--- config.mk ---
export PLATFORM = sky130hd
export DESIGN_NAME = dt_class_preimage_scan
export DESIGN_NICKNAME = d
export VERILOG_FILES = /design/src/rtl/dt_pkg.sv /design/src/rtl/dt_scan_ctr.sv /design/src/rtl/dt_class_preimage_scan.sv
export SDC_FILE = /design/constraint.sdc
export NUM_CORES = 1
export LEC_CHECK = 0
export CORE_ASPECT_RATIO = 0.6
export CORE_UTILIZATION = 37
export CTS_CLUSTER_SIZE = 8
export DETAILED_ROUTE_END_ITERATION = 7
export HOLD_SLACK_MARGIN = 0.12
export PLACE_DENSITY_LB_ADDON = 0.05
export RECOVER_POWER = 100
export SYNTH_ARGS = -nofsm -noshare
export SYNTH_HDL_FRONTEND = slang
export SYNTH_SLANG_ARGS = --single-unit
--- constraint.sdc ---
create_clock -name clk -period 2.35 [get_ports clk]
set_input_delay 0.3525 -clock clk [delete_from_list [all_inputs] [get_ports clk]]
set_output_delay 0.3525 -clock clk [all_outputs]
set_load 0.005 [all_outputs]
--- src/rtl/dt_pkg.sv ---
// Shared definitions for the decision-tree preimage scanner.
//   DT_IN_W / DT_CLS_W : default feature-vector and class-label widths
//   scan_state_t       : scanner FSM state encoding
//   CLS_00..CLS_11     : class-label constants for 2-bit classifiers
package dt_pkg;

    localparam int DT_IN_W  = 8;
    localparam int DT_CLS_W = 2;

    typedef enum logic [1:0] {
        IDLE = 2'd0,
        SCAN = 2'd1,
        EMIT = 2'd2,
        DONE = 2'd3
    } scan_state_t;

    localparam logic [1:0] CLS_00 = 2'b00;
    localparam logic [1:0] CLS_01 = 2'b01;
    localparam logic [1:0] CLS_10 = 2'b10;
    localparam logic [1:0] CLS_11 = 2'b11;

endpackage

--- src/rtl/dt_scan_ctr.sv ---
// Sweep index register for the preimage scanner.
//   clk, rst : clock and synchronous active-high reset
//   clr_i    : load index with zero (takes priority over inc_i)
//   inc_i    : advance index by one; ignored at the last vector so it never wraps
//   idx_o    : current index (drives the probe bus)
//   last_o   : index is all-ones, i.e. the final vector of the sweep
module dt_scan_ctr #(
    parameter int IN_W = 8
) (
    input  logic            clk,
    input  logic            rst,
    input  logic            clr_i,
    input  logic            inc_i,
    output logic [IN_W-1:0] idx_o,
    output logic            last_o
);

    logic [IN_W-1:0] idx_q;
    logic [IN_W-1:0] idx_d;

    // Next index: clear, increment (saturating at the last vector) or hold.
    always_comb begin
        idx_d = idx_q;
        if (clr_i) begin
            idx_d = '0;
        end else if (inc_i && !last_o) begin
            idx_d = idx_q + IN_W'(1);
        end else begin
            idx_d = idx_q;
        end
    end

    // Index register with synchronous reset.
    always_ff @(posedge clk) begin
        if (rst) begin
            idx_q <= '0;
        end else begin
            idx_q <= idx_d;
        end
    end

    assign idx_o  = idx_q;
    assign last_o = &idx_q;

endmodule

--- src/rtl/dt_class_preimage_scan.sv ---
// Preimage scanner for a combinational decision-tree classifier: for a
// requested target class, sweeps every feature vector over the probe bus and
// streams out those the classifier maps to that class, then reports the count.
//   clk, rst            : clock, synchronous active-high reset
//   cmd_valid/cmd_ready : command handshake (ready only when idle and not in reset)
//   cmd_class           : target class
//   cmd_first_only      : stop after the first matching vector
//   abort               : cancel a running scan without a done report
//   probe_o/probe_cls_i : vector to the external classifier and its same-cycle result
//   out_valid/out_ready/out_data       : matching-vector stream
//   done_valid/done_ready/done_count   : completion report with match count
module dt_class_preimage_scan
    import dt_pkg::*;
#(
    parameter int IN_W  = DT_IN_W,
    parameter int CLS_W = DT_CLS_W,
    parameter int CNT_W = IN_W + 1
) (
    input  logic             clk,
    input  logic             rst,
    input  logic             cmd_valid,
    output logic             cmd_ready,
    input  logic [CLS_W-1:0] cmd_class,
    input  logic             cmd_first_only,
    input  logic             abort,
    output logic [IN_W-1:0]  probe_o,
    input  logic [CLS_W-1:0] probe_cls_i,
    output logic             out_valid,
    input  logic             out_ready,
    output logic [IN_W-1:0]  out_data,
    output logic             done_valid,
    input  logic             done_ready,
    output logic [CNT_W-1:0] done_count
);

    scan_state_t      state_q;
    logic [CLS_W-1:0] target_q;
    logic             first_only_q;
    logic [CNT_W-1:0] match_cnt_q;
    logic             out_valid_q;
    logic [IN_W-1:0]  out_data_q;
    logic             done_valid_q;
    logic [CNT_W-1:0] done_count_q;

    logic [IN_W-1:0]  idx_s;
    logic             last_s;
    logic             hit_s;
    logic             ctr_clr_s;
    logic             ctr_inc_s;

    assign hit_s = (probe_cls_i == target_q);

    // Index strobes; the counter must only move on the same conditions the FSM
    // uses to step to the next vector.
    always_comb begin
        ctr_clr_s = 1'b0;
        ctr_inc_s = 1'b0;
        case (state_q)
            IDLE: begin
                ctr_clr_s = cmd_valid;
            end
            SCAN: begin
                ctr_inc_s = !abort && !hit_s && !last_s;
            end
            EMIT: begin
                ctr_inc_s = !abort && out_ready && !first_only_q && !last_s;
            end
            DONE: begin
                ctr_inc_s = 1'b0;
            end
            default: begin
                ctr_clr_s = 1'b0;
                ctr_inc_s = 1'b0;
            end
        endcase
    end

    dt_scan_ctr #(
        .IN_W (IN_W)
    ) u_ctr (
        .clk    (clk),
        .rst    (rst),
        .clr_i  (ctr_clr_s),
        .inc_i  (ctr_inc_s),
        .idx_o  (idx_s),
        .last_o (last_s)
    );

    // Scanner FSM with registered stream and completion outputs.
    always_ff @(posedge clk) begin
        if (rst) begin
            state_q      <= IDLE;
            target_q     <= '0;
            first_only_q <= 1'b0;
            match_cnt_q  <= '0;
            out_valid_q  <= 1'b0;
            out_data_q   <= '0;
            done_valid_q <= 1'b0;
            done_count_q <= '0;
        end else begin
            case (state_q)
                IDLE: begin
                    // abort has no meaning here; a concurrent command still wins
                    if (cmd_valid) begin
                        target_q     <= cmd_class;
                        first_only_q <= cmd_first_only;
                        match_cnt_q  <= '0;
                        state_q      <= SCAN;
                    end else begin
                        state_q <= IDLE;
                    end
                end
                SCAN: begin
                    if (abort) begin
                        state_q <= IDLE;
                    end else if (hit_s) begin
                        out_data_q  <= idx_s;
                        out_valid_q <= 1'b1;
                        match_cnt_q <= match_cnt_q + CNT_W'(1);
                        state_q     <= EMIT;
                    end else if (last_s) begin
                        done_valid_q <= 1'b1;
                        done_count_q <= match_cnt_q;
                        state_q      <= DONE;
                    end else begin
                        state_q <= SCAN;
                    end
                end
                EMIT: begin
                    if (abort) begin
                        out_valid_q <= 1'b0;
                        state_q     <= IDLE;
                    end else if (out_ready) begin
                        out_valid_q <= 1'b0;
                        if (first_only_q || last_s) begin
                            done_valid_q <= 1'b1;
                            done_count_q <= match_cnt_q;
                            state_q      <= DONE;
                        end else begin
                            state_q <= SCAN;
                        end
                    end else begin
                        state_q <= EMIT;
                    end
                end
                DONE: begin
                    if (abort) begin
                        done_valid_q <= 1'b0;
                        state_q      <= IDLE;
                    end else if (done_ready) begin
                        done_valid_q <= 1'b0;
                        state_q      <= IDLE;
                    end else begin
                        state_q <= DONE;
                    end
                end
                default: begin
                    out_valid_q  <= 1'b0;
                    done_valid_q <= 1'b0;
                    state_q      <= IDLE;
                end
            endcase
        end
    end

    assign cmd_ready  = (state_q == IDLE) && !rst;
    assign probe_o    = idx_s;
    assign out_valid  = out_valid_q;
    assign out_data   = out_data_q;
    assign done_valid = done_valid_q;
    assign done_count = done_count_q;

endmodule

==> key figures, run 1 <==
Place
  • HPWL reported at the end of detailed placement: 4170 um
  • Placed Area: 0.00264 sq mm
  • Pre-CTS setup slack: 0.0192 ns
  • Number of buffer cells added on primary ports: 38
  • Final weighted congestion in routability-driven placement: 0.847

Yosys
  • Synthesized instance count: 242
  • Yosys Warn Count: 0
  • Number of distinct library cells after synthesis: 46
  • Post-synthesis register bit count: 41
  • Per-instance average area after synthesis: 8.74 sq um
  • Most common flop cell mapped by yosys: sky130_fd_sc_hd__dfxtp_1
  • Mapped Area: 0.00212 sq mm
  • Number of enable-type register cells in the synthesized netlist: 0
  • Async set-or-reset flop fraction in the synthesized netlist: 0%
  • Syn_nets: 259
  • Sequential area share after synthesis: 38.8%

Finish
  • Post-layout nets: 305
  • Final-layout fill cell count: 515
  • Ratio of cells with drive above 1 in the final layout: 7.27%
  • ANT cells: 0
  • Syn-to-layout area delta: 30.2%
  • Final standard cell area without fillers: 0.00275 sq mm
  • Most common cell after layout, fill and taps aside: sky130_fd_sc_hd__dfxtp_1
  • Utilization after layout: 52.2%
  • Commonest cells after routing, fill and taps aside: sky130_fd_sc_hd__dfxtp_1 (41), sky130_fd_sc_hd__dlygate4sd3_1 (25), sky130_fd_sc_hd__nand2b_1 (24)

Die
  • Number of top-level pins: 39
  • Initial standard-cell utilization of the core: 40.1%
  • Total die area: 0.00603 sq mm
  • Area of the core: 0.00528 sq mm
  • Die X: 99.6 um
  • Number of placement rows: 20
  • Height of the die: 60.6 um

Setup path
  • Kind of critical path: flop to primary output
  • CP max-delay cell: sky130_fd_sc_hd__clkdlybuf4s50_1
  • Critical Path AT: 1.85 ns
  • Kind of end point of the critical path: primary output
  • Largest fanout of any net on the critical path: 6
  • Data required time at the worst endpoint: 2.00 ns
  • Worst-path cell chain: inv_1 -> ha_1 -> inv_1 -> nor2_1 -> clkdlybuf4s50_1
  • Critical Path Start: state_q[1]
  • Crit-path most repeated cell: sky130_fd_sc_hd__inv_1
  • Reg-to-Reg Start: state_q[1]
  • Critical Path Max Stage Delay: 0.52 ns
  • Startpoint type of the worst setup path: flop

Clocking
  • Number of buffers created by CTS: 5
  • Number of setup buffers added after CTS: 0
  • Cell at the root of the clock tree: sky130_fd_sc_hd__clkbuf_8
  • Maximum level of the CTS H-tree: 2
  • Clock slew at reported path FFs: 0.08 ns
  • Clock tree from TritonCTS: done
  • Number of clock sinks: 41
  • Skew-Pair Late Insertion Delay: 0.30 ns
  • Resized cells post-CTS: 0
  • Total of hold buffers inserted after clock tree synthesis: 0
  • Buffer depth of the longest clock path: 2

Global routing
  • Number of global-route vias before repair: 1734
  • Total congestion overflow: 0
  • Antenna violations before repair: 0
  • Maximum number of pins on one net before global-route repair: 17
  • Total GRT Usage: 19.9%
  • Wire length of the first global-routing pass: 9070 um

Status
  • Outcome: finished clean

Route
  • Routed wire per std cell: 15.0 um
  • Vias after detailed routing: 1913
  • Wirelength, routed: 5510 um
  • First DRT Iteration DRCs: 153
  • Number of remaining DRC errors: 0
  • First-pass iteration count of the detailed router: 4
  • Antenna Nets Post-Route: 0
  • Number of vias per cell: 5.23

Power and ir drop
  • Internal cell power: 1210 uW
  • Proportion of power drawn by flip-flops and latches: 44.9%
  • Worst IR drop on VDD: 0.000262 V
  • Power Density: 574 mW/mm^2
  • Portion of total power attributed to combinational logic: 11.3%
  • Sw Share: 23.6%
  • Leakage power summed over all cells: 0.00106 uW
  • Proportion of power drawn by the clock network: 43.8%
  • Total power: 1580 uW
  • Net Sw Power: 374 uW

Timing
  • Maximum clock rate: 455 MHz
  • Total setup violations reported at the end of the flow: 0
  • Max-Slew Margin vs Limit: 41.6%
  • Setup_tns: 0 ns
  • RSZ-0062 raised after global routing: no
  • Clock Skew: 0.00727 ns
  • Shortest clock period the worst path allows after layout: 2.20 ns
  • Final Hold Vio Count: 0
  • Worst-case setup margin in the final layout: 0.151 ns
  • Final Max Slew Viols: 0
  • Worst Tran Pin Value: 0.869 ns
  • Period Utilization, post-route: 93.6%

Run
  • Max_cap viols: 0

Worst hold path
  • Type of the most critical hold path: flop to flop
  • Hold path startpoint: done_count[3]
## metrics by stage
step | hold slack (ns) | std cells
3_3_place_gp | 0.463 | 358
6_report | 0.472 | 366
2_1_floorplan | 0.448 | 242
5_1_grt | 0.507 | 366
4_1_cts | 0.480 | 366
3_5_place_dp | 0.466 | 358
## path summary, 6_finish.rpt
| kind | slack, ns | depth (start not counted) | endpoint |
|---|---|---|---|
| min reg2reg | 0.47 | 2 | done_count[3] |
| max | 0.15 | 5 | cmd_ready |
| min | 0.47 | 2 | done_count[3] |
| max reg2reg | 0.19 | 7 | match_cnt_q[1] |
## kinds of logic after synthesis
family / Yosys count / synth area share, %
adders and majority gates: 6 / 3.55
AOI/OAI and AO/OA: 57 / 17.6
buffers and inverters: 22 / 4.61
and+or+nand+nor: 91 / 23.7
muxes: 23 / 11.0
xor gates and xnor gates: 2 / 0.828
DFF: 41 / 38.8
## state kept, by name, indices dropped and copies added, names as in the netlist
signal	count
done_valid	1
done_count	9
out_valid	1
u_ctr.idx_o	8
state_q	2
match_cnt_q	9
out_data	8
target_q	2
first_only_q	1
## metal layers
| metal | GRT usage (%) | part of all wire [%] |
|---|---|---|
| met4 | 4.83 | 0.35 |
| met5 | 0 | 0 |
| met2 | 22.5 | 33 |
| met3 | 4.95 | 6.7 |
| met1 | 34.0 | 60 |
## cell type report
class	count	area [sq um]	share of cell area (%)
multi-input combinational	179	1200	43.5
clock inverter	3	68.8	2.50
tap	77	96.3	3.50
inverter	9	33.8	1.23
timing repair buffer	52	468	17.0
clock buffer	5	68.8	2.50
sequential	41	821	29.8
## power groups by stage
stage                     registers, uW  clock network [uW]  logic [uW]
after floorplan                     725                   0         113
after detailed placement            726                   0         182
final                               710                 692         179
after global routing                712                 742         196
after global placement              726                   0         182
after CTS                           710                 711         183
## synth_stat cells, types with 2 or more instances
| cell | number | share of area, % |
|---|---|---|
| sky130_fd_sc_hd__clkbuf_1 | 4 | 0.71 |
| sky130_fd_sc_hd__nor4_1 | 3 | 0.89 |
| sky130_fd_sc_hd__o21a_1 | 3 | 1.1 |
| sky130_fd_sc_hd__xor2_1 | 2 | 0.83 |
| sky130_fd_sc_hd__mux2_2 | 2 | 1.1 |
| sky130_fd_sc_hd__o31ai_1 | 7 | 2.5 |
| sky130_fd_sc_hd__nor3_1 | 2 | 0.47 |
| sky130_fd_sc_hd__o21ai_0 | 11 | 2.6 |
| sky130_fd_sc_hd__nand4_1 | 4 | 1.2 |
| sky130_fd_sc_hd__nand2_1 | 16 | 2.8 |
| sky130_fd_sc_hd__mux2i_1 | 21 | 9.9 |
| sky130_fd_sc_hd__dfxtp_1 | 41 | 39 |
| sky130_fd_sc_hd__or3_1 | 3 | 0.89 |
| sky130_fd_sc_hd__or4_1 | 6 | 2.1 |
| sky130_fd_sc_hd__o211ai_1 | 4 | 1.4 |
| sky130_fd_sc_hd__buf_2 | 6 | 1.4 |
| sky130_fd_sc_hd__a21oi_1 | 17 | 4.0 |
| sky130_fd_sc_hd__nand2b_1 | 24 | 7.1 |
| sky130_fd_sc_hd__nor2b_1 | 4 | 1.2 |
| sky130_fd_sc_hd__nor2_1 | 14 | 2.5 |
| sky130_fd_sc_hd__inv_1 | 9 | 1.6 |
| sky130_fd_sc_hd__buf_1 | 2 | 0.35 |
| sky130_fd_sc_hd__nand3_1 | 6 | 1.4 |
| sky130_fd_sc_hd__and3_1 | 3 | 0.89 |
| sky130_fd_sc_hd__a21o_1 | 2 | 0.71 |
| sky130_fd_sc_hd__ha_1 | 6 | 3.5 |
## worst max-delay path, delay by kind of cell (launching register included)
family | cells | cell delay [ns]
AND/OR/NAND/NOR | 1 | 0.14
buffers and inverters | 3 | 0.75
flip-flops | 1 | 0.35
adder cells (fa/ha/maj) | 1 | 0.32
Note: power is estimated with default switching activity, not from simulation.
==> inputs of run 2 (changes only) <==
--- a/config.mk
+++ b/config.mk
@@ -6,12 +6,13 @@
 export NUM_CORES = 1
 export LEC_CHECK = 0
 export CORE_ASPECT_RATIO = 0.6
-export CORE_UTILIZATION = 37
+export CORE_UTILIZATION = 40
 export CTS_CLUSTER_SIZE = 8
 export DETAILED_ROUTE_END_ITERATION = 7
 export HOLD_SLACK_MARGIN = 0.12
 export PLACE_DENSITY_LB_ADDON = 0.05
 export RECOVER_POWER = 100
+export SLEW_MARGIN = 10
 export SYNTH_ARGS = -nofsm -noshare
 export SYNTH_HDL_FRONTEND = slang
 export SYNTH_SLANG_ARGS = --single-unit
==> constraint.sdc (replaced) <==
create_clock -name clk -period 1.9 [get_ports clk]
set_input_delay 0.285 -clock clk [delete_from_list [all_inputs] [get_ports clk]]
set_output_delay 0.285 -clock clk [all_outputs]
set_load 0.005 [all_outputs]
==> run 2 against run 1 <==
  * The flow now finishes with violations (DRC)
  * Via count up 5.1%
  * Critical path depth up 1
  * First-iteration DRC count up 30%
  * Core utilization up 4.5 points
  * Flip-flop and latch count unchanged
  * Final cell count up 3.0%
  * Non-clock buffer count up 22
  * Critical endpoint is now match_cnt_q[5]
  * Sequential share of layout area down 1.3 points
  * Cell area up 4.6%
  * Critical path type is now flop to flop
  * Largest power group unchanged
==> key figures, run 2 (synthesis results as in run 1) <==
Status
  • Outcome: finished with violations
  • Violations in the final reports: DRC

Route
  • First-pass iteration count of the detailed router: 7
  • Routed wire per std cell: 14.7 um
  • Antenna Nets Post-Route: 0
  • Wirelength, routed: 5560 um
  • Number of remaining DRC errors: 1
  • Met1 routed wirelength after detailed routing: 3360 um
  • Met3 wire length: 346 um
  • Uppermost signal routing layer after detailed routing: met4
  • First DRT Iteration DRCs: 199
  • Wire length on met2: 1820 um
  • Vias after detailed routing: 2010
  • Number of vias per cell: 5.33

Power and ir drop
  • Proportion of power drawn by flip-flops and latches: 51.1%
  • Worst IR drop on VDD: 0.000317 V
  • Proportion of power drawn by the clock network: 33.2%
  • Internal cell power: 1250 uW
  • Sw Share: 26.9%
  • Net Sw Power: 462 uW
  • Portion of total power attributed to combinational logic: 15.6%
  • Power Density: 596 mW/mm^2
  • Leakage power summed over all cells: 0.00111 uW

Clocking
  • Cell at the root of the clock tree: sky130_fd_sc_hd__clkbuf_8
  • Skew-Pair Late Insertion Delay: 0.29 ns
  • Clock tree from TritonCTS: done
  • Number of setup buffers added after CTS: 0
  • Maximum level of the CTS H-tree: 2
  • Number of clock sinks: 41
  • Buffer depth of the longest clock path: 2
  • Clock slew at reported path FFs: 0.08 ns
  • Number of buffers created by CTS: 5

Setup path
  • Kind of critical path: flop to flop
  • Largest fanout of any net on the critical path: 5
  • Kind of end point of the critical path: flop
  • Startpoint type of the worst setup path: flop
  • Data required time at the worst endpoint: 2.13 ns
  • Largest delay share family, worst path: simple AND/OR/NAND/NOR gates
  • Worst-path cell chain: inv_2 -> ha_4 -> mux2_2 -> nand4_1 -> or4_1 -> a21oi_1
  • Buffer and inverter count on the worst path: 1
  • CP max-delay cell: sky130_fd_sc_hd__or4_1
  • Critical Path AT: 2.04 ns
  • Critical Path Max Stage Delay: 0.55 ns

Die
  • Total die area: 0.00559 sq mm
  • Number of placement rows: 20
  • Area of the core: 0.00508 sq mm
  • Die X: 95.9 um
  • Number of top-level pins: 39
  • Height of the die: 58.3 um
  • Initial standard-cell utilization of the core: 41.7%

Timing
  • Max-Slew Margin vs Limit: 69.5%
  • Setup_tns: 0 ns
  • RSZ-0062 raised after global routing: no
  • Final Hold Vio Count: 0
  • Clock Skew: 0.00375 ns
  • Total setup violations reported at the end of the flow: 0
  • Shortest clock period the worst path allows after layout: 1.81 ns
  • Worst Tran Pin Value: 0.455 ns
  • Final Max Slew Viols: 0
  • Maximum clock rate: 552 MHz
  • Period Utilization, post-route: 95.4%

Global routing
  • Maximum number of pins on one net before global-route repair: 40
  • Total GRT Usage: 21.2%
  • Total congestion overflow: 0
  • Antenna violations before repair: 0
  • Wire length of the first global-routing pass: 8850 um
  • Number of global-route vias before repair: 1664

Finish
  • Post-layout nets: 327
  • Syn-to-layout area delta: 36.1%
  • Ratio of cells with drive above 1 in the final layout: 15.1%
  • Final-layout fill cell count: 488
  • Most common cell after layout, fill and taps aside: sky130_fd_sc_hd__dfxtp_1
  • Final standard cell area without fillers: 0.00288 sq mm
  • ANT cells: 0
  • Commonest cells after routing, fill and taps aside: sky130_fd_sc_hd__dfxtp_1 (40), sky130_fd_sc_hd__nand2b_1 (24), sky130_fd_sc_hd__buf_4 (22)

Place
  • Final weighted congestion in routability-driven placement: 0.805
  • HPWL reported at the end of detailed placement: 4250 um
  • Placed Area: 0.00280 sq mm
  • Number of buffer cells added on primary ports: 38

Run
  • Max_cap viols: 0

Worst hold path
  • Type of the most critical hold path: flop to flop
==> run 2: metal layers <==
| layer | GRT usage, % | vias up |
|---|---|---|
| met5 | 0 | - |
| met4 | 3.84 | 0 |
| met3 | 5.81 | 4 |
| met2 | 23.5 | 57 |
| met1 | 37.4 | 936 |
| li1 | - | 1013 |
==> run 2: what timing repair did <==
action                                  CTS  global route
pin swaps                                 0             1
resized for setup                         7             5
endpoints found under the setup margin    5            20
endpoints found under the hold margin     0             0
hold buffers                              0             0
==> run 2: worst paths after layout <==
path                                     from        endpoint  slack, ns  cells past startpoint
worst min-delay path            done_count[7]   done_count[7]       0.47                      2
worst min register to register  done_count[7]   done_count[7]       0.47                      2
worst max register to register     state_q[1]  match_cnt_q[5]       0.09                      6
worst max-delay path               state_q[1]  match_cnt_q[5]       0.09                      6
==> run 2: through the flow <==
stage	util (%)	cells	setup WS (ns)	hold slack [ns]	power, uW
6_report	56.7	377	0.0874	0.475	1720
5_1_grt	56.7	377	0.00423	0.504	1790
4_1_cts	57.3	377	0.0293	0.480	1740
3_5_place_dp	55.2	369	-0.216	0.469	1160
3_3_place_gp	55.2	369	-0.198	0.463	1160
2_1_floorplan	-	242	0.0770	0.432	1040
==> run 2: layout make-up <==
cell class | count | area (sq um) | share of cell area (%)
well taps | 66 | 82.6 | 2.87
inverters | 9 | 33.8 | 1.17
clock buffers | 5 | 68.8 | 2.39
clock inverters | 3 | 17.5 | 0.608
repair buffers | 74 | 622 | 21.6
multi-input cells | 179 | 1230 | 42.8
flip-flops and latches | 41 | 822 | 28.5
==> run 2: worst register-to-register path: stages, from the launching register on <==
cell and delay [ns]:
sky130_fd_sc_hd__dfxtp_1 0.38, sky130_fd_sc_hd__inv_2 0.07, sky130_fd_sc_hd__ha_4 0.18, sky130_fd_sc_hd__mux2_2 0.24, sky130_fd_sc_hd__nand4_1 0.18, sky130_fd_sc_hd__or4_1 0.55
sky130_fd_sc_hd__a21oi_1 0.15
==> run 2: power by group through the flow <==
| stage | clock [uW] | combinational [uW] | sequential, uW |
|---|---|---|---|
| detailed placement | 0 | 263 | 897 |
| finish | 571 | 268 | 878 |
| global route | 620 | 290 | 879 |
| CTS | 591 | 271 | 877 |
| global placement | 0 | 265 | 897 |
| floorplan | 0 | 139 | 896 |
